$ cat config.mk
export PLATFORM = sky130hd
export DESIGN_NAME = fifo_pkt_arb
export DESIGN_NICKNAME = d
export VERILOG_FILES = /design/src/rtl/fifo_pkt_arb.sv
export SDC_FILE = /design/constraint.sdc
export NUM_CORES = 1
export LEC_CHECK = 0
export ABC_AREA = 1
export CAP_MARGIN = 0
export CORE_AREA = 2 2 60 73
export CTS_CLUSTER_DIAMETER = 120
export DETAILED_ROUTE_END_ITERATION = 16
export DIE_AREA = 0 0 62 75
export PLACE_DENSITY = 0.78
export SLEW_MARGIN = 30
export SYNTH_ARGS = -nofsm -noshare
export SYNTH_HDL_FRONTEND = slang
export SYNTH_SLANG_ARGS = --single-unit
$ cat constraint.sdc
create_clock -name clk_i -period 2.11 [get_ports clk_i]
set_input_delay 0.633 -clock clk_i [delete_from_list [all_inputs] [get_ports clk_i]]
set_output_delay 0.633 -clock clk_i [all_outputs]
set_load 0.03 [all_outputs]
$ cat src/rtl/fifo_pkt_arb.sv
`default_nettype none
// ============================================================================
// fifo_pkt_arb : merges whole packets from two FWFT FIFOs, round-robin grant
// Rev 1.0
// ============================================================================
module fifo_pkt_arb #(
  parameter int DW       = 32,
  parameter int CNTSHIFT = 0,
  parameter int CNTMASK  = 7
) (
  input  logic          clk_i,
  input  logic          rst_i,
  input  logic [DW-1:0] f1_rd_data_i,
  input  logic          f1_empty_i,
  output logic          f1_rd_en_o,
  input  logic [DW-1:0] f2_rd_data_i,
  input  logic          f2_empty_i,
  output logic          f2_rd_en_o,
  output logic [DW-1:0] wr_data_o,
  output logic          wr_en_o,
  input  logic          full_i,
  output logic [1:0]    grant_o,
  output logic          pkt_done_o
);

  typedef enum logic [1:0] {
    IDLE = 2'd0,
    HDR  = 2'd1,
    PAY  = 2'd2
  } state_t;

  state_t        state_q, state_d;
  logic [1:0]    grant_q, grant_d;
  logic          last_f2_q, last_f2_d;
  logic [3:0]    rem_q, rem_d;
  logic          pkt_done;
  logic          src_empty;
  logic          xfer;
  logic [DW-1:0] src_data;
  logic [DW-1:0] code;
  logic [3:0]    hdr_len;

  assign src_data  = grant_q[1] ? f2_rd_data_i : f1_rd_data_i;
  assign src_empty = grant_q[1] ? f2_empty_i : (grant_q[0] ? f1_empty_i : 1'b1);
  // Reset gates the strobes combinationally so nothing is popped in the reset cycle.
  assign xfer      = !rst_i && (state_q != IDLE) && !src_empty && !full_i;
  assign code      = (src_data >> CNTSHIFT) & DW'(CNTMASK);

  always_comb begin
    hdr_len = 4'd0;
    if (code == DW'(1)) begin
      hdr_len = 4'd1;
    end else if (code == DW'(2)) begin
      hdr_len = 4'd2;
    end else if (code == DW'(3)) begin
      hdr_len = 4'd4;
    end else if (code == DW'(4)) begin
      hdr_len = 4'd8;
    end
  end

  always_comb begin
    state_d   = state_q;
    grant_d   = grant_q;
    last_f2_d = last_f2_q;
    rem_d     = rem_q;
    pkt_done  = 1'b0;
    case (state_q)
      IDLE: begin
        // f1 wins when alone, or on a tie when f2 was served last.
        if (!f1_empty_i && (f2_empty_i || last_f2_q)) begin
          grant_d   = 2'b01;
          last_f2_d = 1'b0;
          state_d   = HDR;
        end else if (!f2_empty_i) begin
          grant_d   = 2'b10;
          last_f2_d = 1'b1;
          state_d   = HDR;
        end
      end
      HDR: begin
        if (xfer) begin
          if (hdr_len == 4'd0) begin
            pkt_done = 1'b1;
            grant_d  = 2'b00;
            state_d  = IDLE;
          end else begin
            rem_d   = hdr_len;
            state_d = PAY;
          end
        end
      end
      PAY: begin
        if (xfer) begin
          rem_d = rem_q - 4'd1;
          if (rem_q == 4'd1) begin
            pkt_done = 1'b1;
            grant_d  = 2'b00;
            state_d  = IDLE;
          end
        end
      end
      default: begin
        state_d = IDLE;
        grant_d = 2'b00;
      end
    endcase
  end

  always_ff @(posedge clk_i) begin
    if (rst_i) begin
      state_q   <= IDLE;
      grant_q   <= 2'b00;
      last_f2_q <= 1'b1;
      rem_q     <= 4'd0;
    end else begin
      state_q   <= state_d;
      grant_q   <= grant_d;
      last_f2_q <= last_f2_d;
      rem_q     <= rem_d;
    end
  end

  assign wr_en_o    = xfer;
  assign f1_rd_en_o = xfer && grant_q[0];
  assign f2_rd_en_o = xfer && grant_q[1];
  assign wr_data_o  = src_data;
  assign pkt_done_o = pkt_done;
  assign grant_o    = (rst_i || state_q == IDLE) ? 2'b00 : grant_q;

endmodule
`default_nettype wire
==> key figures, run 1 <==
Outcome
  • Status: complete, but fails checks
  • Failing checks: negative setup slack

Synthesis
  • Average size of a mapped cell: 5.35 um^2
  • Post-synthesis sequential area ratio: 15.3%
  • Cells after Synth: 220
  • Commonest register cell after synthesis: dfxtp_1
  • Async S/R FF share, synth: 0%
  • Count leader, synth: nand2_1
  • Synth top area share: 36.1%
  • Mapped Nets: 294
  • Synthesized flop and latch total: 9
  • Synth area leaders: nand2_1 36%, dfxtp_1 15%, inv_1 6.1%, nand3_1 6.0%, nor2_1 5.4%
  • Ys Warns: 0
  • Top cells by count, synth: 113 x nand2_1, 19 x inv_1, 17 x nor2_1
  • Post-synth EDFFs: 0
  • Mapped cell area: 1180 um^2
  • Netlist cell types: 23
  • Post-synth top area cell: nand2_1

Floorplan
  • Die width: 62 um
  • DIE AREA: 4650 um^2
  • Core area: 3910 um^2
  • IO Count: 107
  • Row cnt: 25
  • Die Ht: 75 um
  • Starting Density: 30.1%

Clocking
  • CTS Buffer Depth: 2
  • TritonCTS Buffers: 3
  • Hold buffer count at cts: 0
  • CTS root buf: clkbuf_8
  • Clk sinks: 9
  • H-tree depth: 1
  • Clk Latency, worst-skew pair: 240 ps
  • CTS tree: built
  • Worst-path clk slew: 50 ps

Layout
  • Area Growth Syn to Fin: 120%
  • Final #Nets: 435
  • Proportion of layout cells with a drive suffix above 1: 33.6%
  • Fin area: 2590 um^2
  • Fin util: 66.3%
  • Fillers: 352
  • Antenna Cells: 0

Drt
  • Via/cell ratio: 4.28
  • # DRC: 0
  • TritonRoute pass-1 iters: 4
  • Routed Antenna Nets: 0
  • Routed vias: 1,771
  • Routed len/inst: 11.5 um
  • Final wirelength: 4770 um
  • DRT iter0 DRCs: 46

Global route
  • Initial antenna violation count: 0
  • GRT Total Usage: 19.7%
  • Largest net degree at the start of global routing: 21
  • Global-route wire length before repair: 6960 um
  • GRT overflow: 0
  • Vias in the first global route: 1,609

Timing
  • Actual slew at the worst max-slew pin: 336 ps
  • Final worst-path cycle share: 104%
  • Rel. slew slack: 77.4%
  • Setup TNS: -221 ps
  • Fin worst setup slack: -91.3 ps
  • # setup viols final: 4
  • Unrepaired setup endpoints after global routing: true
  • Slew Viols, Final: 0
  • FMAX: 454 MHz
  • Skew final: 7.40 ps
  • Final hold viol count: 0
  • Min Tclk post-route: 2200 ps

Critical path
  • WP data required: 1480 ps
  • Crit Path Category: input port to primary output
  • R2R depth: 10
  • Worst-path maximum fanout: 3
  • CP arrival: 1570 ps
  • Critical Path End Type: primary output
  • Critical Path Start Type: input port

Hold path
  • HP Class: register to register
  • Hold Crit Depth: 2

Power
  • Peak supply drop: 0.000475 V
  • P per Cell Area: 942 nW/um^2
  • Lkg Pwr: 1.32 nW
  • Total power: 0.00244 W

Placement
  • Buffers on Ports: 106
  • RD Place Congestion: 0.875
  • Post-DP HPWL: 3930 um
  • DP Worst Slack: -455 ps
  • Area after DPL: 2420 um^2

Run
  • Max-cap violations: 0
-- final cells by class --
cell class	instances	area [um^2]	share of cell area, %
clock buffer	4	45.0	1.74
inverter	22	86.3	3.33
multi-input combinational	182	945	36.5
sequential	9	184	7.10
tap	54	67.6	2.61
timing repair buffer	143	1260	48.8
-- report_power, final --
group | leakage (nW) | switching, W | internal (W)
sequential | 0.0745 | 0.0000239 | 0.000210
combinational | 1.22 | 0.00113 | 0.000869
clock | 0.0228 | 0.0000714 | 0.000132
total | 1.32 | 0.00123 | 0.00121
-- state kept, by name, indices dropped and copies added (netlist names) --
signal     flops
rem_q          4
grant_q        2
state_q        2
last_f2_q      1
-- per-layer routing --
layer  global-route usage [%]  share of wire, %
met4                     6.62               2.8
met5                        0                 0
met3                     3.09               6.9
met2                     39.8                54
met1                     19.1                37
-- worst max-delay path, cell delays in order --
cell and delay, ps:
dlygate4sd2_1 240, nand2_2 90, nand2_4 70, o21ai_4 170, nand2_4 80, a21oi_4 140
buf_6 150
-- path summary, 6_finish.rpt --
kind	from	end	slack, ps
min	grant_q[0]	grant_q[0]	470
min reg2reg	grant_q[0]	grant_q[0]	470
max reg2reg	state_q[1]	grant_q[1]	370
max	f1_rd_data_i[1]	pkt_done_o	-90
-- timing repair --
item	4_1_cts	5_1_grt
setup endpoints to repair	8	4
gates resized for setup	37	8
pin swaps	13	8
setup buffers	9	3
-- logic make-up after synthesis --
| group | share of synthesized area, % |
|---|---|
| adder cells (fa/ha/maj) | 5.32 |
| AND/OR/NAND/NOR | 57.1 |
| buffers and inverters | 9.89 |
| AO/OA/AOI/OAI | 11.6 |
| flip-flops | 15.3 |
| XOR/XNOR | 0.745 |
-- stage by stage --
step,cells,hold slack [ps]
floorplan,220,442
global placement,399,451
detailed placement,399,458
CTS,411,466
global route,414,500
finish,414,466
-- placed cells by master, fill, tap and decap left out, types with 5 or more instances in the layout --
master             n
nand2_1          110
buf_4             69
clkdlybuf4s50_1   58
nor2_1            16
nand3_1           13
inv_1             11
inv_2             10
a21oi_1            9
nand2_2            7
dfxtp_1            6
dlygate4sd2_1      5
(Power assumes the default switching activity.)
==> run 2, diff against run 1 <==
--- a/config.mk
+++ b/config.mk
@@ -7,11 +7,11 @@
 export LEC_CHECK = 0
 export ABC_AREA = 1
 export CAP_MARGIN = 0
-export CORE_AREA = 2 2 60 73
+export CORE_AREA = 2 2 61 74
 export CTS_CLUSTER_DIAMETER = 120
 export DETAILED_ROUTE_END_ITERATION = 16
-export DIE_AREA = 0 0 62 75
-export PLACE_DENSITY = 0.78
+export DIE_AREA = 0 0 63 76
+export PLACE_DENSITY = 0.76
 export SLEW_MARGIN = 30
 export SYNTH_ARGS = -nofsm -noshare
 export SYNTH_HDL_FRONTEND = slang
==> run 2 against run 1 <==
  * The flow still finishes with violations (negative setup slack)
  * Sequential power about the same
  * Count of clock-buffer cells in the layout unchanged
  * Routed wire length up 1.9%
  * Worst hold slack better by 0.63 ps
  * Sequential cell count unchanged
  * Fmax down 2.3%
  * Clock power up 4%
  * Total power up 3.3%
  * Global-route usage up 0.45 points
  * Critical path type is now register to primary output
  * Largest power group unchanged
==> key figures, run 2 (synthesized netlist as in run 1, its figures left out) <==
Power
  • P per Cell Area: 948 nW/um^2
  • Peak supply drop: 0.000564 V
  • Lkg Pwr: 1.33 nW

Layout
  • Proportion of layout cells with a drive suffix above 1: 35.1%
  • Post-Layout Cell Count: 418
  • Most flops, register: rem_q
  • Largest regs: rem_q (4), grant_q (2), state_q (2)
  • Area Growth Syn to Fin: 126%
  • Fin area: 2660 um^2
  • Most common cell after layout, fill and taps aside: nand2_1
  • Commonest cells after routing, fill and taps aside: 110 x nand2_1, 66 x buf_4, 58 x clkdlybuf4s50_1
  • Antenna Cells: 0
  • Final #Nets: 437
  • Fin util: 64.4%
  • Max FFs per register: 4

Clocking
  • CTS tree: built
  • TritonCTS Buffers: 3
  • Clk Latency, worst-skew pair: 240 ps
  • Worst-path clk slew: 50 ps
  • CTS Buffer Depth: 2
  • H-tree depth: 1
  • Hold buffer count at cts: 0
  • CTS root buf: clkbuf_8
  • Clk sinks: 9

Timing
  • Fin worst setup slack: -143 ps
  • Skew final: 7.86 ps
  • Unrepaired setup endpoints after global routing: true
  • Actual slew at the worst max-slew pin: 300 ps
  • Final hold viol count: 0
  • Rel. slew slack: 79.8%
  • # setup viols final: 4
  • WHS: 467 ps
  • Slew Viols, Final: 0
  • FMAX: 444 MHz
  • Min Tclk post-route: 2250 ps
  • Final worst-path cycle share: 107%

Floorplan
  • Die Ht: 76 um
  • IO Count: 107
  • Starting Density: 28.5%
  • Die width: 63 um
  • Core area: 4130 um^2
  • DIE AREA: 4790 um^2
  • Row cnt: 26

Placement
  • RD Place Congestion: 0.919
  • Dpl cells: 397
  • Buffers on Ports: 106
  • Post-DP HPWL: 3560 um
  • Area after DPL: 2410 um^2

Drt
  • Routed Antenna Nets: 0
  • Routed vias: 1,833
  • Final wirelength: 4860 um
  • Via/cell ratio: 4.39
  • Routed len/inst: 11.6 um
  • DRT iter0 DRCs: 66
  • TritonRoute pass-1 iters: 4
  • # DRC: 0

Critical path
  • WP data required: 1480 ps
  • CP arrival: 1620 ps
  • RR Startpoint: grant_q[1]
  • Critical Path Start Type: register
  • Critical Path End Type: primary output
  • Crit-path max cell delay: 330 ps
  • Crit Path Category: register to primary output
  • Highest-delay cell along the critical path: dfxtp_2
  • Critical-path cell list: inv_2 > ha_4 > nor2_4 > nand2_2 > nor2_4 > nand2_2 > clkinvlp_4 > nand3_2 > a21oi_4 > buf_12
  • Worst Setup SP: state_q[0]
  • Worst-path maximum fanout: 3

Global route
  • GRT Total Usage: 20.1%
  • Vias in the first global route: 1,768
  • Global-route wire length before repair: 7920 um
  • Largest net degree at the start of global routing: 21
  • GRT overflow: 0
  • Initial antenna violation count: 0

Outcome
  • Status: complete, but fails checks
  • Failing checks: negative setup slack

Hold path
  • HP Class: register to register
  • Hold Path Origin: grant_q[0]

Run
  • Max-cap violations: 0
run 2: changes by cell type in the layout (fill, tap and decap cells not counted):
cell,previous run,this run
buf_12,2,4
buf_2,1,2
buf_4,69,66
buf_6,4,7
clkbuf_2,2,3
clkdlybuf4s15_2,1,0
dlygate4sd2_1,5,4
inv_2,10,8
inv_4,0,2
nand3_1,13,12
nand3_2,1,2
nor2_1,16,14
nor2_4,2,4
run 2: power breakdown:
part | switching (W) | total, W | internal, W
logic | 0.00117 | 0.00207 | 0.000904
registers | 0.0000266 | 0.000237 | 0.000210
clock network | 0.0000789 | 0.000212 | 0.000133
total | 0.00127 | 0.00252 | 0.00125
run 2: critical path, delay by kind of cell (launching register included):
kind / cells / cell delay [ps]
adder cells (fa/ha/maj): 1 / 170
buffers and inverters: 3 / 280
AO/OA/AOI/OAI: 1 / 150
AND/OR/NAND/NOR: 5 / 450
flip-flops: 1 / 330
run 2: path summary, 6_finish.rpt:
kind / slack (ps) / depth (start not counted) / endpoint
worst max register to register: 50 / 16 / rem_q[0]
worst max-delay path: -140 / 10 / pkt_done_o
worst min-delay path: 470 / 2 / grant_q[0]
worst min register to register: 470 / 2 / grant_q[0]
run 2: repair_timing:
| item | CTS | global route |
|---|---|---|
| pin swaps | 15 | 4 |
| buffers inserted | 17 | 4 |
| resized for setup | 42 | 16 |
| endpoints found under the setup margin | 9 | 7 |
| gates cloned | 0 | 0 |
run 2: per-stage QoR:
| step | power (W) | TNS [ps] | setup WS (ps) |
|---|---|---|---|
| 3_3_place_gp | 0.00203 | -2230 | -406 |
| 4_1_cts | 0.00246 | -237 | -118 |
| 2_1_floorplan | 0.00130 | -38.2 | -38.2 |
| 6_report | 0.00252 | -329 | -143 |
| 5_1_grt | 0.00271 | -673 | -234 |
| 3_5_place_dp | 0.00204 | -2410 | -429 |
run 2: cell type report:
cell class | count | area, um^2
inverters | 22 | 91.3
fillers | 366 | 1470
multi-input cells | 182 | 965
flip-flops and latches | 9 | 184
clock buffers | 4 | 45.0
well taps | 56 | 70.1
repair buffers | 145 | 1310
run 2: routing by layer:
metal,wire (um),vias to the layer above,global-route usage [%],part of all wire [%]
li1,-,956,-,-
met1,1880,793,20.8,39
met5,0,-,0,0
met4,178,0,9.78,3.7
met2,2500,67,37.6,51
met3,304,17,4.43,6.3
==> run 3, diff against run 2 <==
--- a/config.mk
+++ b/config.mk
@@ -12,7 +12,6 @@
 export DETAILED_ROUTE_END_ITERATION = 16
 export DIE_AREA = 0 0 63 76
 export PLACE_DENSITY = 0.76
-export SLEW_MARGIN = 30
 export SYNTH_ARGS = -nofsm -noshare
 export SYNTH_HDL_FRONTEND = slang
 export SYNTH_SLANG_ARGS = --single-unit
==> constraint.sdc (replaced) <==
create_clock -name clk_i -period 2.11 [get_ports clk_i]
set_input_delay 0.3165 -clock clk_i [delete_from_list [all_inputs] [get_ports clk_i]]
set_output_delay 0.3165 -clock clk_i [all_outputs]
set_load 0.03 [all_outputs]
==> run 3 against run 2 <==
  * The flow now finishes without violations
  * Cell count decreased by 7.4%
  * Worst setup slack better by 230 ps
  * Utilization shrank 5.7 points
  * Combinational power shrank 16%
  * Sequential cell count unchanged
  * Worst hold slack got worse by 3.1 ps
  * Routed wire length is 9.8% lower
  * Die area unchanged
  * Sequential power barely moved
  * First-iteration DRC count rose by 14%
==> key figures, run 3 (synthesized netlist as in run 1, its figures left out) <==
Outcome
  • Status: finished clean

Drt
  • Routed len/inst: 11.3 um
  • M1 WL: 1780 um
  • Via/cell ratio: 4.37
  • Routed Antenna Nets: 0
  • Max layer used: met4
  • # DRC: 0
  • TritonRoute pass-1 iters: 4
  • DRT iter0 DRCs: 75
  • Metal2 WL: 2270 um
  • Final wirelength: 4390 um
  • Routed wl met3: 275 um
  • Routed vias: 1,691

Critical path
  • Crit Path Category: register to primary output
  • WP data required: 1790 ps
  • Worst-path maximum fanout: 23
  • CP arrival: 1710 ps
  • R2r setup slk: 360 ps
  • Critical Path End Type: primary output
  • Critical Path Start Type: register

Clocking
  • TritonCTS Buffers: 3
  • CTS tree: built
  • CTS root buf: clkbuf_8
  • Worst-path clk slew: 50 ps
  • CTS Buffer Depth: 2
  • Hold buffer count at cts: 0
  • H-tree depth: 1
  • Clk sinks: 9
  • Clk Latency, worst-skew pair: 230 ps

Floorplan
  • Starting Density: 28.5%
  • Die width: 63 um
  • DIE AREA: 4790 um^2
  • IO Count: 107
  • Die Ht: 76 um
  • Row cnt: 26
  • Core area: 4130 um^2

Power
  • Psw: 0.00114 W
  • P per Cell Area: 894 nW/um^2
  • Peak supply drop: 0.000559 V
  • Combinational Power Share: 79.8%
  • Lkg Pwr: 1.26 nW
  • Switching part of the total power: 52.5%
  • Seq pwr share: 10.8%
  • Power share of the clock group: 9.4%
  • Int Power: 0.00103 W

Layout
  • Most flops, register: rem_q
  • Fillers: 428
  • Most common cell after layout, fill and taps aside: nand2_1
  • Antenna Cells: 0
  • Proportion of layout cells with a drive suffix above 1: 13.9%
  • Commonest cells after routing, fill and taps aside: 113 x nand2_1, 85 x clkdlybuf4s50_1, 18 x inv_1
  • Area Growth Syn to Fin: 106%
  • Final #Nets: 406
  • Max FFs per register: 4
  • Largest regs: rem_q (4), grant_q (2), state_q (2)
  • Post-Layout Cell Count: 387
  • Fin util: 58.7%

Placement
  • RD Place Congestion: 0.899
  • Post-DP HPWL: 3620 um
  • Dpl cells: 380
  • Buffers on Ports: 106

Hold path
  • HP Class: register to register

Global route
  • Vias in the first global route: 1,616
  • GRT overflow: 0
  • GRT Total Usage: 18.0%
  • Largest net degree at the start of global routing: 24
  • Initial antenna violation count: 0
  • Global-route wire length before repair: 7180 um

Run
  • Max-cap violations: 0

Timing
  • Final hold viol count: 0
  • Min Tclk post-route: 2020 ps
  • Slew Viols, Final: 0
  • FMAX: 494 MHz
  • Rel. slew slack: 75.3%
  • # setup viols final: 0
  • Final worst-path cycle share: 95.9%
  • Skew final: 2.02 ps
  • Actual slew at the worst max-slew pin: 370 ps
==> run 3: layer usage <==
metal	track usage (%)	up-vias
li1	-	896
met1	20.8	724
met2	31.9	65
met3	5.61	6
met4	4.44	0
met5	0	-
==> run 3: per-stage QoR <==
stage	hold slack (ps)	setup WS (ps)	area (um^2)	total power, W	setup TNS (ps)
after floorplan	386	143	1180	0.00129	0
after global placement	452	133	2310	0.00194	0
after detailed placement	464	114	2310	0.00195	0
after CTS	470	25.7	2360	0.00217	0
after global routing	510	-5.02	2420	0.00233	-5.02
final	463	85.7	2420	0.00217	0
==> run 3: repair_timing <==
item,4_1_cts,5_1_grt
buffers inserted,0,3
pin swaps,0,2
gates resized for setup,4,16
setup endpoints to repair,1,14
==> run 3: cell type report <==
class	instances	area (um^2)	area share (%)
clock buffer	4	45.0	1.86
inverter	22	82.6	3.41
timing repair buffer	114	1150	47.4
tap	56	70.1	2.89
sequential	9	183	7.54
multi-input combinational	182	893	36.9
==> run 3: worst max-delay path, cell delays in order, from the launching register on <==
cell and delay [ps]:
dfxtp_1 360, buf_4 280, nand2_1 80, nand2_1 80, clkdlybuf4s50_1 680
==> run 3: path summary, 6_finish.rpt <==
kind | from | endpoint | depth (start not counted)
worst max-delay path | grant_q[1] | wr_data_o[12] | 4
worst min-delay path | grant_q[0] | grant_q[0] | 2
worst max register to register | state_q[0] | rem_q[2] | 11
worst min register to register | grant_q[0] | grant_q[0] | 2
==> run 3: power groups by stage <==
stage | sequential (W) | combinational [W] | clock, W
final | 0.000234 | 0.00173 | 0.000204
after global routing | 0.000240 | 0.00187 | 0.000217
after CTS | 0.000232 | 0.00173 | 0.000211
after detailed placement | 0.000234 | 0.00172 | 0
after global placement | 0.000232 | 0.00171 | 0
after floorplan | 0.000227 | 0.00106 | 0
